### src/rtl/joy_db9_condition.sv
// DB9 joystick conditioning: synchronizes, debounces, resolves SOCD and adds
// autofire on the C button for two 12-bit joystick ports.
module joy_db9_condition #(
    parameter int TICK_DIV = 1024,
    parameter int DB_TICKS = 4,
    parameter int AF_HALF  = 8
) (
    input  logic        clk,
    input  logic        reset_n,
    input  logic [11:0] joy1_in,
    input  logic [11:0] joy2_in,
    input  logic [1:0]  af_en,
    output logic [11:0] joy1_out,
    output logic [11:0] joy2_out,
    output logic [1:0]  joy_chg
);

    localparam int PW = (TICK_DIV > 1) ? $clog2(TICK_DIV) : 1;
    localparam int DW = (DB_TICKS > 1) ? $clog2(DB_TICKS) : 1;
    localparam int AW = (AF_HALF  > 1) ? $clog2(AF_HALF)  : 1;

    localparam logic [PW-1:0] PRESC_LAST = PW'(TICK_DIV - 1);
    localparam logic [DW-1:0] DB_LAST    = DW'(DB_TICKS - 1);
    localparam logic [AW-1:0] AF_LAST    = AW'(AF_HALF - 1);

    localparam int BIT_R = 0;
    localparam int BIT_L = 1;
    localparam int BIT_D = 2;
    localparam int BIT_U = 3;
    localparam int BIT_C = 4;
    localparam int BIT_X = 7;

    // Both ports are handled as one 24-bit vector: port 1 in [11:0], port 2 in [23:12].
    logic [23:0]         sync_meta_r;
    logic [23:0]         sync_r;
    logic [23:0]         stable_r;
    logic [23:0][DW-1:0] db_cnt_r;
    logic [PW-1:0]       presc_r;
    logic                tick_s;
    logic [AW-1:0]       af_cnt_r;
    logic                phase_r;
    logic [11:0]         joy1_out_r;
    logic [11:0]         joy2_out_r;
    logic [11:0]         joy1_prev_r;
    logic [11:0]         joy2_prev_r;
    logic [1:0]          joy_chg_r;
    logic [11:0]         joy1_next_s;
    logic [11:0]         joy2_next_s;

    // Opposing directions cancel; C optionally gets the autofire-gated X.
    function automatic logic [11:0] condition_word(
        input logic [11:0] stable,
        input logic        af,
        input logic        phase
    );
        logic [11:0] w;
        w = stable;
        if (stable[BIT_U] && stable[BIT_D]) begin
            w[BIT_U] = 1'b0;
            w[BIT_D] = 1'b0;
        end else begin
            w[BIT_U] = stable[BIT_U];
            w[BIT_D] = stable[BIT_D];
        end
        if (stable[BIT_L] && stable[BIT_R]) begin
            w[BIT_L] = 1'b0;
            w[BIT_R] = 1'b0;
        end else begin
            w[BIT_L] = stable[BIT_L];
            w[BIT_R] = stable[BIT_R];
        end
        if (af) begin
            w[BIT_C] = stable[BIT_C] | (stable[BIT_X] & phase);
        end else begin
            w[BIT_C] = stable[BIT_C];
        end
        return w;
    endfunction

    // Two-flop synchronizer for all 24 asynchronous input bits.
    always_ff @(posedge clk or negedge reset_n) begin
        if (!reset_n) begin
            sync_meta_r <= 24'h000000;
            sync_r      <= 24'h000000;
        end else begin
            sync_meta_r <= {joy2_in, joy1_in};
            sync_r      <= sync_meta_r;
        end
    end

    // Sample-tick prescaler.
    always_ff @(posedge clk or negedge reset_n) begin
        if (!reset_n) begin
            presc_r <= {PW{1'b0}};
        end else if (presc_r == PRESC_LAST) begin
            presc_r <= {PW{1'b0}};
        end else begin
            presc_r <= presc_r + PW'(1);
        end
    end

    assign tick_s = (presc_r == PRESC_LAST);

    // Per-bit debounce: a change commits after DB_TICKS consecutive disagreeing ticks.
    always_ff @(posedge clk or negedge reset_n) begin
        if (!reset_n) begin
            stable_r <= 24'h000000;
            db_cnt_r <= '0;
        end else if (tick_s) begin
            for (int i = 0; i < 24; i++) begin
                if (sync_r[i] == stable_r[i]) begin
                    db_cnt_r[i] <= {DW{1'b0}};
                end else if (db_cnt_r[i] == DB_LAST) begin
                    stable_r[i] <= sync_r[i];
                    db_cnt_r[i] <= {DW{1'b0}};
                end else begin
                    db_cnt_r[i] <= db_cnt_r[i] + DW'(1);
                end
            end
        end else begin
            stable_r <= stable_r;
            db_cnt_r <= db_cnt_r;
        end
    end

    // Shared autofire phase, toggling every AF_HALF ticks.
    always_ff @(posedge clk or negedge reset_n) begin
        if (!reset_n) begin
            af_cnt_r <= {AW{1'b0}};
            phase_r  <= 1'b0;
        end else if (tick_s) begin
            if (af_cnt_r == AF_LAST) begin
                af_cnt_r <= {AW{1'b0}};
                phase_r  <= ~phase_r;
            end else begin
                af_cnt_r <= af_cnt_r + AW'(1);
                phase_r  <= phase_r;
            end
        end else begin
            af_cnt_r <= af_cnt_r;
            phase_r  <= phase_r;
        end
    end

    // Next output words from the debounced state.
    always_comb begin
        joy1_next_s = condition_word(stable_r[11:0],  af_en[0], phase_r);
        joy2_next_s = condition_word(stable_r[23:12], af_en[1], phase_r);
    end

    // Output registers; the change pulse follows one cycle after a new word appears.
    always_ff @(posedge clk or negedge reset_n) begin
        if (!reset_n) begin
            joy1_out_r  <= 12'h000;
            joy2_out_r  <= 12'h000;
            joy1_prev_r <= 12'h000;
            joy2_prev_r <= 12'h000;
            joy_chg_r   <= 2'b00;
        end else begin
            joy1_out_r  <= joy1_next_s;
            joy2_out_r  <= joy2_next_s;
            joy1_prev_r <= joy1_out_r;
            joy2_prev_r <= joy2_out_r;
            joy_chg_r   <= {(joy2_out_r != joy2_prev_r), (joy1_out_r != joy1_prev_r)};
        end
    end

    assign joy1_out = joy1_out_r;
    assign joy2_out = joy2_out_r;
    assign joy_chg  = joy_chg_r;

endmodule
### config.mk
export PLATFORM = sky130hd
export DESIGN_NAME = joy_db9_condition
export DESIGN_NICKNAME = d
export VERILOG_FILES = /design/src/rtl/joy_db9_condition.sv
export SDC_FILE = /design/constraint.sdc
export NUM_CORES = 1
export LEC_CHECK = 0
export CAP_MARGIN = 0
export CELL_PAD_IN_SITES_DETAIL_PLACEMENT = 1
export CELL_PAD_IN_SITES_GLOBAL_PLACEMENT = 1
export CORE_MARGIN = 2
export CORE_UTILIZATION = 48
export DETAILED_ROUTE_END_ITERATION = 10
export GPL_TIMING_DRIVEN = 1
export HOLD_SLACK_MARGIN = 0.12
export PLACE_DENSITY = 0.86
export REMOVE_ABC_BUFFERS = 1
export SYNTH_ARGS = -nofsm -noshare
export SYNTH_HDL_FRONTEND = slang
export SYNTH_SLANG_ARGS = --single-unit
### constraint.sdc
create_clock -name clk -period 2.15 [get_ports clk]
set_input_delay 0.43 -clock clk [delete_from_list [all_inputs] [get_ports clk]]
set_output_delay 0.43 -clock clk [all_outputs]
set_load 0.02 [all_outputs]
==> impl_metrics.json <==
{
  "async_reset_ff_share_pct": 100.0,
  "place_inst": 770,
  "post-place-ws_ps": 317.4,
  "cts_root_buf": "clkbuf_16",
  "rrSetupSlack_ps": 230,
  "num_antenna_cells": 0,
  "max_freq_ghz": 0.5111,
  "r2r_cells": 5,
  "die_width_um": 126.6,
  "drt-pass1-iter-count": 4,
  "rows": 44,
  "finalHoldViolations": 0,
  "cp_cell_sequence": "clkdlybuf4s50_1",
  "path_clk_slew_ps": 70,
  "final_cell_area_sq_um": 8685,
  "slowest_stage": "clkdlybuf4s50_1",
  "placed_area_sq_um": 7996,
  "critPathRequiredTime_ps": 1720,
  "critPathKind": "register to output pin",
  "cp_num_buf_inv": 1,
  "yosysTopAreaCell": "dfrtp_1",
  "drc": 0,
  "ys_seq_area_share_pct": 63.82,
  "startpoint": "joy1_out[1]",
  "switching_share_pct": 19.79,
  "antenna_found_initial": 0,
  "ir_worst_vdd_mv": 0.6412,
  "period_share_pct": 90.99,
  "p_seq_share_pct": 48.7,
  "use_met2_pct": 37.50,
  "drt-total-wl_mm": 15.13,
  "ys.flop_type": "dfrtp_1",
  "die_area_sq_um": 16030,
  "hp-start": "sync_meta_r[21]",
  "p_int_uw": 5817,
  "core-area_sq_um": 14590,
  "holdWs_ps": 349.0,
  "vias": 4239,
  "yosys-top-cells-area": "dfrtp_1, xor2_1, mux2i_1",
  "grt_use_total_pct": 20.70,
  "htree_levels": 4,
  "hold_depth": 0,
  "routed_via_density": 5.279,
  "fillers": 1376,
  "clock_skew_ps": 7.014,
  "cts.sinks": 184,
  "grt_pass1_wl_mm": 25.62,
  "area_growth_syn_to_layout_pct": 20.38,
  "maxCapViolations": 0,
  "portBuffers": 53,
  "power_leakage_uw": 0.004287,
  "met1_usage_pct": 23.41,
  "combPwrFrac_pct": 2.3,
  "drv_slew": 0,
  "cp-start-kind": "register",
  "grt_max_degree": 61,
  "cts_resized": 0,
  "synth_commonest_cells": "dfrtp_1, nand2_1, xor2_1, inv_1, mux2i_1",
  "end_kind": "output pin",
  "path_max_fanout": 3,
  "met3_usage_pct": 5.863,
  "synth_cells": 535,
  "crit_arrival_ps": 1530,
  "slew_headroom_pct": 60.79,
  "clk_latency_ps": 430,
  "synth_edf_count": 0,
  "worst_pin_slew_ps": 588.1,
  "min_period_ps": 1956,
  "io_pins": 54,
  "hold_end": "sync_r[21]",
  "synth_top_area_share_pct": 63.82,
  "synthDistinctLibCells": 28,
  "finalSetupViolCount": 0,
  "power_density_nw_per_um2": 835.0,
  "cts_made_buffers": 17,
  "ys_seq_elements": 184,
  "r2r_start": "presc_r[0]",
  "status": "completed",
  "fin_ws_ps": 193.6,
  "power_uw": 7251,
  "tritoncts": "yes",
  "initial_utilization_pct": 49.45,
  "postRouteAntennaNets": 0,
  "reg2reg_to": "af_cnt_r[2]",
  "hpwl_mm": 9.677,
  "yosys.cell_count.top_type": "dfrtp_1",
  "synth_area_sq_um": 7214,
  "pwr-share-clk_pct": 49.0,
  "path_delay_family": "buffers and inverters",
  "drt-initial-drc-count": 158,
  "drive_above_1_share_pct": 13.41,
  "grt_pass1_vias": 5080,
  "rsz0062_at_grt": "false",
  "avgRoutedWirePerCell_um": 18.84,
  "overflow": 0,
  "slowest_delay_ps": 650,
  "cts.path.max_buffers": 2,
  "instances_no_fill": 803,
  "p_switching_uw": 1435,
  "die_y_um": 126.6,
  "crit_cells": 1,
  "hp-class": "register to register",
  "avgSynthCellArea_sq_um": 13.48,
  "ys_warn_count": 0,
  "top_usage_layer": "met2",
  "globalplace.congestion": 0.7662,
  "num-nets-final": 661
}
[flip-flops by register name, summed over array words and instances, names as in the netlist]
signal       flops
sync_meta_r     24
joy1_prev_r     12
db_cnt_r        48
presc_r         10
joy2_prev_r     12
phase_r          1
stable_r        24
joy_chg          2
joy2_out        12
joy1_out        12
sync_r          24
af_cnt_r         3
[worst max path at each step]
stage             endpoint  slack [ps]
6_report       joy1_out[1]         190
5_1_grt        joy1_out[1]         130
4_1_cts        joy1_out[1]         160
3_5_place_dp   af_cnt_r[2]         320
3_3_place_gp   af_cnt_r[2]         400
2_1_floorplan  af_cnt_r[2]        -360
[power groups by stage]
stage | sequential [uW] | combinational (uW) | clock, uW
global placement | 3590 | 162 | 0
floorplan | 3590 | 27.4 | 0
finish | 3530 | 168 | 3550
detailed placement | 3600 | 170 | 0
CTS | 3530 | 175 | 3630
global route | 3530 | 190 | 3760
[stage by stage]
stage | setup TNS, ps | util, %
global placement | 0 | 54.81
detailed placement | 0 | 54.81
floorplan | -10260 | -
finish | 0 | 59.53
global route | 0 | 59.53
CTS | 0 | 59.53
[metal layers]
metal  up-vias  wire length [um]
met5         -                 0
met4         0               229
met3        24               469
met2        72              8204
met1      2221              6223
li1       1922                 -
[layout by cell type, fill, tap and decap left out, types with 2 or more instances in the layout]
cell type,count
buf_12,4
clkbuf_8,2
o21ai_0,2
xnor2_1,8
buf_4,9
nor4_1,7
clkinv_2,2
clkdlybuf4s50_1,52
xor2_1,46
nor3_1,5
mux2i_1,40
inv_1,40
nor2_1,23
bufinv_16,6
dfrtp_1,184
clkinvlp_4,3
ha_1,27
nor2b_1,14
nand4_1,26
mux2_2,29
nand2_1,46
mux2_4,6
nand3_1,5
a2bb2oi_1,2
clkbuf_16,17
a31o_2,2
and3_1,2
[cells by family (layout without fill, tap and decap cells)]
logic type,Yosys count,count (layout),share of synthesized area [%]
flip-flops,184,184,63.82
AND/OR/NAND/NOR,132,132,8.984
multiplexers,75,75,11.32
buffers and inverters,55,139,3.850
XOR/XNOR,54,54,6.556
adder cells (fa/ha/maj),27,27,4.683
AO/OA/AOI/OAI,8,8,0.7805
[repair_timing]
item                                   CTS  global route
setup endpoints to repair                0             0
hold buffers                             1             0
endpoints found under the hold margin   54             0
setup buffers                            0             0
[layout make-up]
type / instances / area (sq um) / area share, %
clock buffers: 20 / 456.7 / 5.259
inverters: 40 / 150.1 / 1.729
multi-input cells: 296 / 2332 / 26.85
clock inverters: 12 / 221.5 / 2.550
flip-flops and latches: 184 / 4604 / 53.02
well taps: 184 / 230.2 / 2.651
repair buffers: 67 / 689.4 / 7.938
Power figures use the tool's default switching activity.
